<file path="config.mk">
export PLATFORM = sky130hd
export DESIGN_NAME = pipeline_interlock_ctrl
export DESIGN_NICKNAME = d
export VERILOG_FILES = /design/src/rtl/pipeline_pkg.sv /design/src/rtl/hazard_compare.sv /design/src/rtl/pipeline_interlock_ctrl.sv
export SDC_FILE = /design/constraint.sdc
export NUM_CORES = 1
export LEC_CHECK = 0
export BUFFER_PORTS_ARGS = -buffer_cell sky130_fd_sc_hd__buf_2
export CORE_MARGIN = 4
export CORE_UTILIZATION = 48
export CTS_CLUSTER_DIAMETER = 120
export CTS_CLUSTER_SIZE = 30
export DETAILED_ROUTE_END_ITERATION = 12
export GPL_TIMING_DRIVEN = 0
export PLACE_DENSITY = 0.8
export SLEW_MARGIN = 20
export SYNTH_ARGS = -nofsm -noshare
export SYNTH_HDL_FRONTEND = slang
export SYNTH_SLANG_ARGS = --single-unit
</file>
<file path="constraint.sdc">
create_clock -name clk -period 4.1 [get_ports clk]
set_input_delay 0.82 -clock clk [delete_from_list [all_inputs] [get_ports clk]]
set_output_delay 0.82 -clock clk [all_outputs]
set_load 0.01 [all_outputs]
</file>
<file path="src/rtl/pipeline_pkg.sv">
// Shared decode helpers for the 5-stage pipeline hazard logic: opcode constants, the NOP
// encoding and per-instruction register/flag read/write classification.
package pipeline_pkg;

   localparam logic [4:0] OP_ADD  = 5'b00000;
   localparam logic [4:0] OP_SUB  = 5'b00001;
   localparam logic [4:0] OP_MUL  = 5'b00010;
   localparam logic [4:0] OP_DIV  = 5'b00011;
   localparam logic [4:0] OP_MOD  = 5'b00100;
   localparam logic [4:0] OP_CMP  = 5'b00101;
   localparam logic [4:0] OP_AND  = 5'b00110;
   localparam logic [4:0] OP_OR   = 5'b00111;
   localparam logic [4:0] OP_NOT  = 5'b01000;
   localparam logic [4:0] OP_MOV  = 5'b01001;
   localparam logic [4:0] OP_LSL  = 5'b01010;
   localparam logic [4:0] OP_LSR  = 5'b01011;
   localparam logic [4:0] OP_ASR  = 5'b01100;
   localparam logic [4:0] OP_NOP  = 5'b01101;
   localparam logic [4:0] OP_LD   = 5'b01110;
   localparam logic [4:0] OP_ST   = 5'b01111;
   localparam logic [4:0] OP_BEQ  = 5'b10000;
   localparam logic [4:0] OP_BGT  = 5'b10001;
   localparam logic [4:0] OP_B    = 5'b10010;
   localparam logic [4:0] OP_CALL = 5'b10011;
   localparam logic [4:0] OP_RET  = 5'b10100;

   localparam logic [31:0] NOP_IR = 32'h6800_0000;
   localparam logic [3:0]  RA_REG = 4'd15;

   typedef enum logic {StIdle, StFlush} br_state_e;

   function automatic logic [4:0] opcode(input logic [31:0] ir);
      return ir[31:27];
   endfunction

   function automatic logic writes_rd(input logic [31:0] ir);
      return opcode(ir) inside {OP_ADD, OP_SUB, OP_MUL, OP_DIV, OP_MOD, OP_AND, OP_OR,
                                OP_NOT, OP_MOV, OP_LSL, OP_LSR, OP_ASR, OP_LD, OP_CALL};
   endfunction

   // call links through r15; every other writer targets the rd field.
   function automatic logic [3:0] dest_reg(input logic [31:0] ir);
      return (opcode(ir) == OP_CALL) ? RA_REG : ir[25:22];
   endfunction

   function automatic logic reads_rs1(input logic [31:0] ir);
      return opcode(ir) inside {OP_ADD, OP_SUB, OP_MUL, OP_DIV, OP_MOD, OP_CMP, OP_AND,
                                OP_OR, OP_LSL, OP_LSR, OP_ASR, OP_LD, OP_ST};
   endfunction

   function automatic logic reads_rs2(input logic [31:0] ir);
      return !ir[26] && (reads_rs1(ir) || (opcode(ir) inside {OP_NOT, OP_MOV}));
   endfunction

   function automatic logic writes_flags(input logic [31:0] ir);
      return opcode(ir) == OP_CMP;
   endfunction

   function automatic logic reads_flags(input logic [31:0] ir);
      return opcode(ir) inside {OP_BEQ, OP_BGT};
   endfunction

   // True when ir uses register r as a source operand (including st data and ret link).
   function automatic logic reads_reg(input logic [31:0] ir, input logic [3:0] r);
      logic hit;
      hit = 1'b0;
      if (reads_rs1(ir) && (ir[21:18] == r)) hit = 1'b1;
      if (reads_rs2(ir) && (ir[17:14] == r)) hit = 1'b1;
      if ((opcode(ir) == OP_ST) && (ir[25:22] == r)) hit = 1'b1;
      if ((opcode(ir) == OP_RET) && (r == RA_REG)) hit = 1'b1;
      return hit;
   endfunction

endpackage

</file>
<file path="src/rtl/hazard_compare.sv">
// Compares the OF-stage instruction against one older in-flight instruction and flags a
// dependency that requires a stall.
module hazard_compare
   import pipeline_pkg::*;
#(
   parameter bit LoadUseOnly = 1'b0,
   parameter bit IsExStage   = 1'b0
) (
   input  logic [31:0] of_ir_i,
   input  logic [31:0] older_ir_i,
   output logic        match_o
);

   logic reg_hit;
   logic flag_hit;

   always_comb begin
      reg_hit  = writes_rd(older_ir_i) && reads_reg(of_ir_i, dest_reg(older_ir_i));
      flag_hit = writes_flags(older_ir_i) && reads_flags(of_ir_i);
      if (LoadUseOnly) begin
         // With forwarding only a load still in EX cannot supply its result in time.
         match_o = IsExStage && (opcode(older_ir_i) == OP_LD) && reg_hit;
      end else begin
         match_o = reg_hit || flag_hit;
      end
   end

endmodule

</file>
<file path="src/rtl/pipeline_interlock_ctrl.sv">
// Data/branch interlock controller with saturating stall and flush counters.
// Define FORWARDING_EN to reduce data stalls to load-use hazards only.
module pipeline_interlock_ctrl
   import pipeline_pkg::*;
#(
   parameter int unsigned BR_PENALTY = 2,
   parameter int unsigned CNT_W      = 32
) (
   input  logic             clk,
   input  logic             rst,
   input  logic [31:0]      OF_IR,
   input  logic [31:0]      EX_IR,
   input  logic [31:0]      MA_IR,
   input  logic [31:0]      RW_IR,
   input  logic             EX_isBranchTaken,
   output logic             isDataInterLock,
   output logic             isBranchInterLock,
   output logic             pc_write_en,
   output logic             if_of_write_en,
   output logic [CNT_W-1:0] data_stall_count,
   output logic [CNT_W-1:0] branch_flush_count
);

   localparam int unsigned       FlushW      = $clog2(BR_PENALTY + 1);
   localparam logic [FlushW-1:0] FlushReload = FlushW'(BR_PENALTY - 1);

`ifdef FORWARDING_EN
   localparam bit LoadUseOnly = 1'b1;
`else
   localparam bit LoadUseOnly = 1'b0;
`endif

   logic ex_match, ma_match, rw_match;
   logic data_hazard;
   logic branch_il;

   br_state_e         state_q, state_d;
   logic [FlushW-1:0] flush_cnt_q, flush_cnt_d;
   logic [CNT_W-1:0]  data_cnt_q, data_cnt_d;
   logic [CNT_W-1:0]  br_cnt_q, br_cnt_d;

   hazard_compare #(
      .LoadUseOnly (LoadUseOnly),
      .IsExStage   (1'b1)
   ) u_cmp_ex (
      .of_ir_i    (OF_IR),
      .older_ir_i (EX_IR),
      .match_o    (ex_match)
   );

   hazard_compare #(
      .LoadUseOnly (LoadUseOnly),
      .IsExStage   (1'b0)
   ) u_cmp_ma (
      .of_ir_i    (OF_IR),
      .older_ir_i (MA_IR),
      .match_o    (ma_match)
   );

   hazard_compare #(
      .LoadUseOnly (LoadUseOnly),
      .IsExStage   (1'b0)
   ) u_cmp_rw (
      .of_ir_i    (OF_IR),
      .older_ir_i (RW_IR),
      .match_o    (rw_match)
   );

   assign data_hazard = ex_match || ma_match || rw_match;

   always_comb begin
      state_d     = state_q;
      flush_cnt_d = flush_cnt_q;
      branch_il   = 1'b0;
      unique case (state_q)
         StIdle: begin
            if (EX_isBranchTaken) begin
               branch_il = 1'b1;
               if (BR_PENALTY > 1) begin
                  state_d     = StFlush;
                  flush_cnt_d = FlushReload;
               end
            end
         end
         StFlush: begin
            branch_il = 1'b1;
            if (EX_isBranchTaken) begin
               flush_cnt_d = FlushReload;
            end else if (flush_cnt_q <= FlushW'(1)) begin
               state_d     = StIdle;
               flush_cnt_d = '0;
            end else begin
               flush_cnt_d = flush_cnt_q - FlushW'(1);
            end
         end
         default: begin
            state_d     = StIdle;
            flush_cnt_d = '0;
         end
      endcase
   end

   // A flush wins over a data stall so the PC can load the branch target.
   always_comb begin
      isBranchInterLock = branch_il;
      isDataInterLock   = data_hazard && !branch_il;
      pc_write_en       = !isDataInterLock;
      if_of_write_en    = !isDataInterLock;

      data_cnt_d = data_cnt_q;
      br_cnt_d   = br_cnt_q;
      if (isDataInterLock && (data_cnt_q != '1)) data_cnt_d = data_cnt_q + CNT_W'(1);
      if (isBranchInterLock && (br_cnt_q != '1)) br_cnt_d = br_cnt_q + CNT_W'(1);
   end

   always_ff @(posedge clk) begin
      if (rst) begin
         state_q     <= StIdle;
         flush_cnt_q <= '0;
         data_cnt_q  <= '0;
         br_cnt_q    <= '0;
      end else begin
         state_q     <= state_d;
         flush_cnt_q <= flush_cnt_d;
         data_cnt_q  <= data_cnt_d;
         br_cnt_q    <= br_cnt_d;
      end
   end

   assign data_stall_count   = data_cnt_q;
   assign branch_flush_count = br_cnt_q;

endmodule
</file>
==> impl_metrics.prom <==
# TYPE chip_impl_metric gauge
chip_impl_metric{name="post_synth_top_area_share",unit="%"} 30.9
chip_impl_metric{name="fin_nets",unit=""} 809
chip_impl_info{name="result_of_the_run",value="completed"} 1
chip_impl_metric{name="max-cap-violations",unit=""} 0
chip_impl_info{name="hold_class",value="reg -> reg"} 1
chip_impl_metric{name="design.die.area",unit="mm2"} 0.0106
chip_impl_info{name="crit-reg2reg-capture",value="data_stall_count[19]$_SDFFE_PP0P_"} 1
chip_impl_metric{name="setup.reg_to_reg.worst_slack",unit="ns"} 1.01
chip_impl_metric{name="final.setup.tns",unit="ns"} 0
chip_impl_metric{name="min_period",unit="ns"} 3.95
chip_impl_metric{name="finalMaxSlewViolations",unit=""} 0
chip_impl_metric{name="post_synth_num_cell_types",unit=""} 65
chip_impl_metric{name="buffer_ports.inserted",unit=""} 105
chip_impl_metric{name="clock_skew",unit="ns"} 0.00892
chip_impl_metric{name="design_power_total",unit="mW"} 1.47
chip_impl_info{name="mostFrequentLayoutCell",value="sky130_fd_sc_hd__buf_2"} 1
chip_impl_metric{name="number_of_cts_inserted_buffers",unit=""} 9
chip_impl_metric{name="synth-warning-count",unit=""} 0
chip_impl_metric{name="firstDrtPassIters",unit=""} 4
chip_impl_metric{name="grt_first_pass_wirelength",unit="um"} 20600
chip_impl_info{name="cp-start-kind",value="input port"} 1
chip_impl_metric{name="clk_pin_slew",unit="ns"} 0.07
chip_impl_info{name="critical_path.most_common_cell",value="sky130_fd_sc_hd__buf_2"} 1
chip_impl_metric{name="core",unit="mm2"} 0.00876
chip_impl_metric{name="slew_headroom",unit="%"} 59.7
chip_impl_info{name="critical_path.reg2reg.startpoint",value="data_stall_count[0]$_SDFFE_PP0P_"} 1
chip_impl_info{name="grt_setup_unrepaired",value="false"} 1
chip_impl_metric{name="io_pins",unit=""} 199
chip_impl_metric{name="detailroute.via_count",unit=""} 4727
chip_impl_metric{name="numClockSinks",unit=""} 67
chip_impl_metric{name="drive_above_1_share",unit="%"} 21.9
chip_impl_metric{name="die_w",unit="um"} 103
chip_impl_metric{name="crit_fanout",unit=""} 5
chip_impl_metric{name="reg2regPathDepth",unit=""} 10
chip_impl_metric{name="ant_nets",unit=""} 0
chip_impl_metric{name="vertical_extent_of_the_die",unit="um"} 103
chip_impl_metric{name="postLayoutSetupSlackWorst",unit="ns"} 0.146
chip_impl_metric{name="synthesis.instances",unit=""} 560
chip_impl_metric{name="mean_instance_size_in_the_synthesized_netlist",unit="um2"} 7.74
chip_impl_metric{name="routedWlPerCell",unit="um"} 16.4
chip_impl_info{name="layout_common_cells",value="107 x sky130_fd_sc_hd__buf_2, 67 x sky130_fd_sc_hd__dfxtp_1, 60 x sky130_fd_sc_hd__nor2_1"} 1
chip_impl_info{name="synth_top_cell_by_area",value="sky130_fd_sc_hd__dfxtp_1"} 1
chip_impl_metric{name="setup_viol",unit=""} 0
chip_impl_metric{name="max-clock-path-buffers",unit=""} 2
chip_impl_metric{name="area_growth",unit="%"} 20.6
chip_impl_metric{name="htree_depth",unit=""} 3
chip_impl_metric{name="viasPerCell",unit=""} 6.00
chip_impl_metric{name="fin_crit_sh",unit="%"} 96.4
chip_impl_metric{name="dp.final_hpwl",unit="um"} 9560
chip_impl_metric{name="rows",unit=""} 34
chip_impl_metric{name="synthesis.nets",unit=""} 693
chip_impl_metric{name="place_ws",unit="ns"} 0.104
chip_impl_info{name="worst_setup_path_endpoint",value="pc_write_en"} 1
chip_impl_metric{name="worst-slew-pin-transition",unit="ns"} 0.590
chip_impl_info{name="synth.area.top_cells",value="sky130_fd_sc_hd__dfxtp_1 31%, sky130_fd_sc_hd__nor2_1 5.2%, sky130_fd_sc_hd__a21oi_1 5.0%, sky130_fd_sc_hd__xnor2_1 4.6%, sky130_fd_sc_hd__nand4_1 3.9%"} 1
chip_impl_metric{name="worstSetupPathDepth",unit=""} 10
chip_impl_metric{name="grt_start_max_net_pins",unit=""} 12
chip_impl_metric{name="hold_viol",unit=""} 0
chip_impl_metric{name="cp_data_required_time",unit="ns"} 3.28
chip_impl_metric{name="clkLatencyLatePin",unit="ns"} 0.35
chip_impl_metric{name="first_iter_violations",unit=""} 248
chip_impl_metric{name="vdd_drop_max",unit="mV"} 0.128
chip_impl_metric{name="clock.fmax",unit="MHz"} 253
chip_impl_metric{name="post-route-drc-count",unit=""} 0
chip_impl_metric{name="antenna-diode-count",unit=""} 0
chip_impl_metric{name="place_congestion",unit=""} 0.927
chip_impl_info{name="cts_tree",value="built"} 1
chip_impl_metric{name="grt_usage",unit="%"} 24.2
chip_impl_metric{name="synthArstFlopShare",unit="%"} 0
chip_impl_metric{name="synth_sequential_area_ratio",unit="%"} 30.9
chip_impl_info{name="worst-setup-path-type",value="in -> out"} 1
chip_impl_info{name="hold_start",value="data_stall_count[15]$_SDFFE_PP0P_"} 1
chip_impl_info{name="cp_cell_sequence",value="buf_2 -> nor4bb_4 -> a21oi_1 -> mux2_2 -> a311o_1 -> a311oi_1 -> nand4_1 -> nand2_1 -> buf_4 -> buf_2"} 1
chip_impl_info{name="postSynth.topFlopCell",value="sky130_fd_sc_hd__dfxtp_1"} 1
chip_impl_metric{name="edff_count_synth",unit=""} 0
chip_impl_info{name="critical-path-slowest-cell",value="sky130_fd_sc_hd__nor4bb_4"} 1
chip_impl_info{name="crit_family",value="compound AO/OA/AOI/OAI gates"} 1
chip_impl_metric{name="syn-cell-area",unit="mm2"} 0.00434
chip_impl_metric{name="fillerInstances",unit=""} 775
chip_impl_metric{name="grt_overflow_total",unit=""} 0
chip_impl_metric{name="post_cts.repair.setup_buffers",unit=""} 0
chip_impl_info{name="root_buffer",value="sky130_fd_sc_hd__clkbuf_8"} 1
chip_impl_metric{name="critPathMaxStageDelay",unit="ns"} 0.41
chip_impl_metric{name="power-per-cell-area",unit="mW/mm2"} 281
chip_impl_metric{name="path_buf_inv",unit=""} 3
chip_impl_metric{name="grt_pass1_vias",unit=""} 4493
chip_impl_metric{name="floorplan.initialDensity",unit="%"} 49.5
chip_impl_metric{name="power_leakage",unit="nW"} 2.06
chip_impl_metric{name="cts_hold_repair.buffers",unit=""} 0
chip_impl_info{name="cp-end-kind",value="primary output"} 1
chip_impl_metric{name="drt_wl_total",unit="um"} 12900
chip_impl_metric{name="resize_count_post_cts",unit=""} 0
chip_impl_metric{name="timing.critical_path.arrival",unit="ns"} 3.13
chip_impl_info{name="crit_path_start",value="EX_IR[30]"} 1
chip_impl_metric{name="antenna_found_initial",unit=""} 0
chip_impl_metric{name="ys_ff_latch",unit=""} 67
worst reg2reg max path: stages, from the launching register on:
cell and delay, ns:
sky130_fd_sc_hd__dfxtp_1 0.35, sky130_fd_sc_hd__ha_1 0.23, sky130_fd_sc_hd__nand3_1 0.20, sky130_fd_sc_hd__nor3_1 0.16, sky130_fd_sc_hd__nor2b_1 0.20, sky130_fd_sc_hd__and3_1 0.19
sky130_fd_sc_hd__clkbuf_1 0.18, sky130_fd_sc_hd__or4b_2 0.63, sky130_fd_sc_hd__clkbuf_1 0.20, sky130_fd_sc_hd__nor3b_1 0.28, sky130_fd_sc_hd__mux2_2 0.36
registers in the layout, summed over array words and instances, names as in the netlist:
| name | cells |
|---|---|
| branch_flush_count | 32 |
| data_stall_count | 32 |
| flush_cnt_q | 2 |
| state_q | 1 |
cells by family after synthesis:
group,share of synthesized area (%)
AND/OR/NAND/NOR,33.0
AO/OA/AOI/OAI,17.2
buffers and inverters,5.51
adder cells (fa/ha/maj),0.577
flip-flops,30.9
multiplexers,4.30
XOR/XNOR,8.48
where the power goes:
| group | leakage, nW | total (mW) | switching [mW] | internal (mW) |
|---|---|---|---|---|
| clock network | 0.115 | 0.621 | 0.249 | 0.372 |
| logic | 1.40 | 0.189 | 0.120 | 0.0689 |
| registers | 0.540 | 0.660 | 0.00471 | 0.655 |
through the flow:
step | util [%] | instance area [um2] | instances | hold slack, ns
finish | 59.7 | 5230 | 788 | 0.508
global route | 59.7 | 5230 | 788 | 0.524
CTS | 59.6 | 5220 | 788 | 0.508
global placement | 57.0 | 5000 | 773 | 0.480
floorplan | - | 4340 | 560 | 0.465
detailed placement | 57.0 | 5000 | 773 | 0.497
cell usage after synthesis (all sizes together), types with 12 or more instances:
cell type,count
nor2b,17
clkbuf,25
inv,25
nor2,61
nor4,12
nand2,33
xnor2,23
a21oi,43
o21ai,24
dfxtp,67
mux2,13
or3,17
nand4,27
xor2,19
nor3,12
nand3,27
metal layers:
| metal | part of all wire [%] | vias up | wire (um) | track usage (%) |
|---|---|---|---|---|
| met5 | 0 | - | 0 | 0 |
| met4 | 2.4 | 0 | 309 | 10.6 |
| met3 | 8.5 | 31 | 1100 | 4.47 |
| met2 | 47 | 218 | 6070 | 39.8 |
| met1 | 42 | 2183 | 5430 | 30.8 |
| li1 | - | 2295 | - | - |
worst min-delay path by stage:
| stage | end | slack (ns) | depth (start not counted) |
|---|---|---|---|
| 6_report | data_stall_count[15]$_SDFFE_PP0P_ | 0.51 | 2 |
| 3_5_place_dp | data_stall_count[31]$_SDFFE_PP0P_ | 0.50 | 2 |
| 2_1_floorplan | state_q$_SDFF_PP0_ | 0.47 | 2 |
| 5_1_grt | data_stall_count[31]$_SDFFE_PP0P_ | 0.52 | 2 |
| 4_1_cts | data_stall_count[15]$_SDFFE_PP0P_ | 0.51 | 2 |
| 3_3_place_gp | state_q$_SDFF_PP0_ | 0.48 | 2 |
final cells by class:
| type | count | area, um2 | share of cell area (%) |
|---|---|---|---|
| Clock buffer | 11 | 151 | 2.90 |
| Clock inverter | 4 | 73.8 | 1.41 |
| Inverter | 25 | 93.8 | 1.80 |
| Sequential cell | 67 | 1340 | 25.7 |
| Multi-Input combinational cell | 435 | 2760 | 52.8 |
| Tap cell | 108 | 135 | 2.58 |
| Timing Repair Buffer | 105 | 526 | 10.1 |
| Buffer | 33 | 145 | 2.78 |
(Power assumes the default switching activity.)
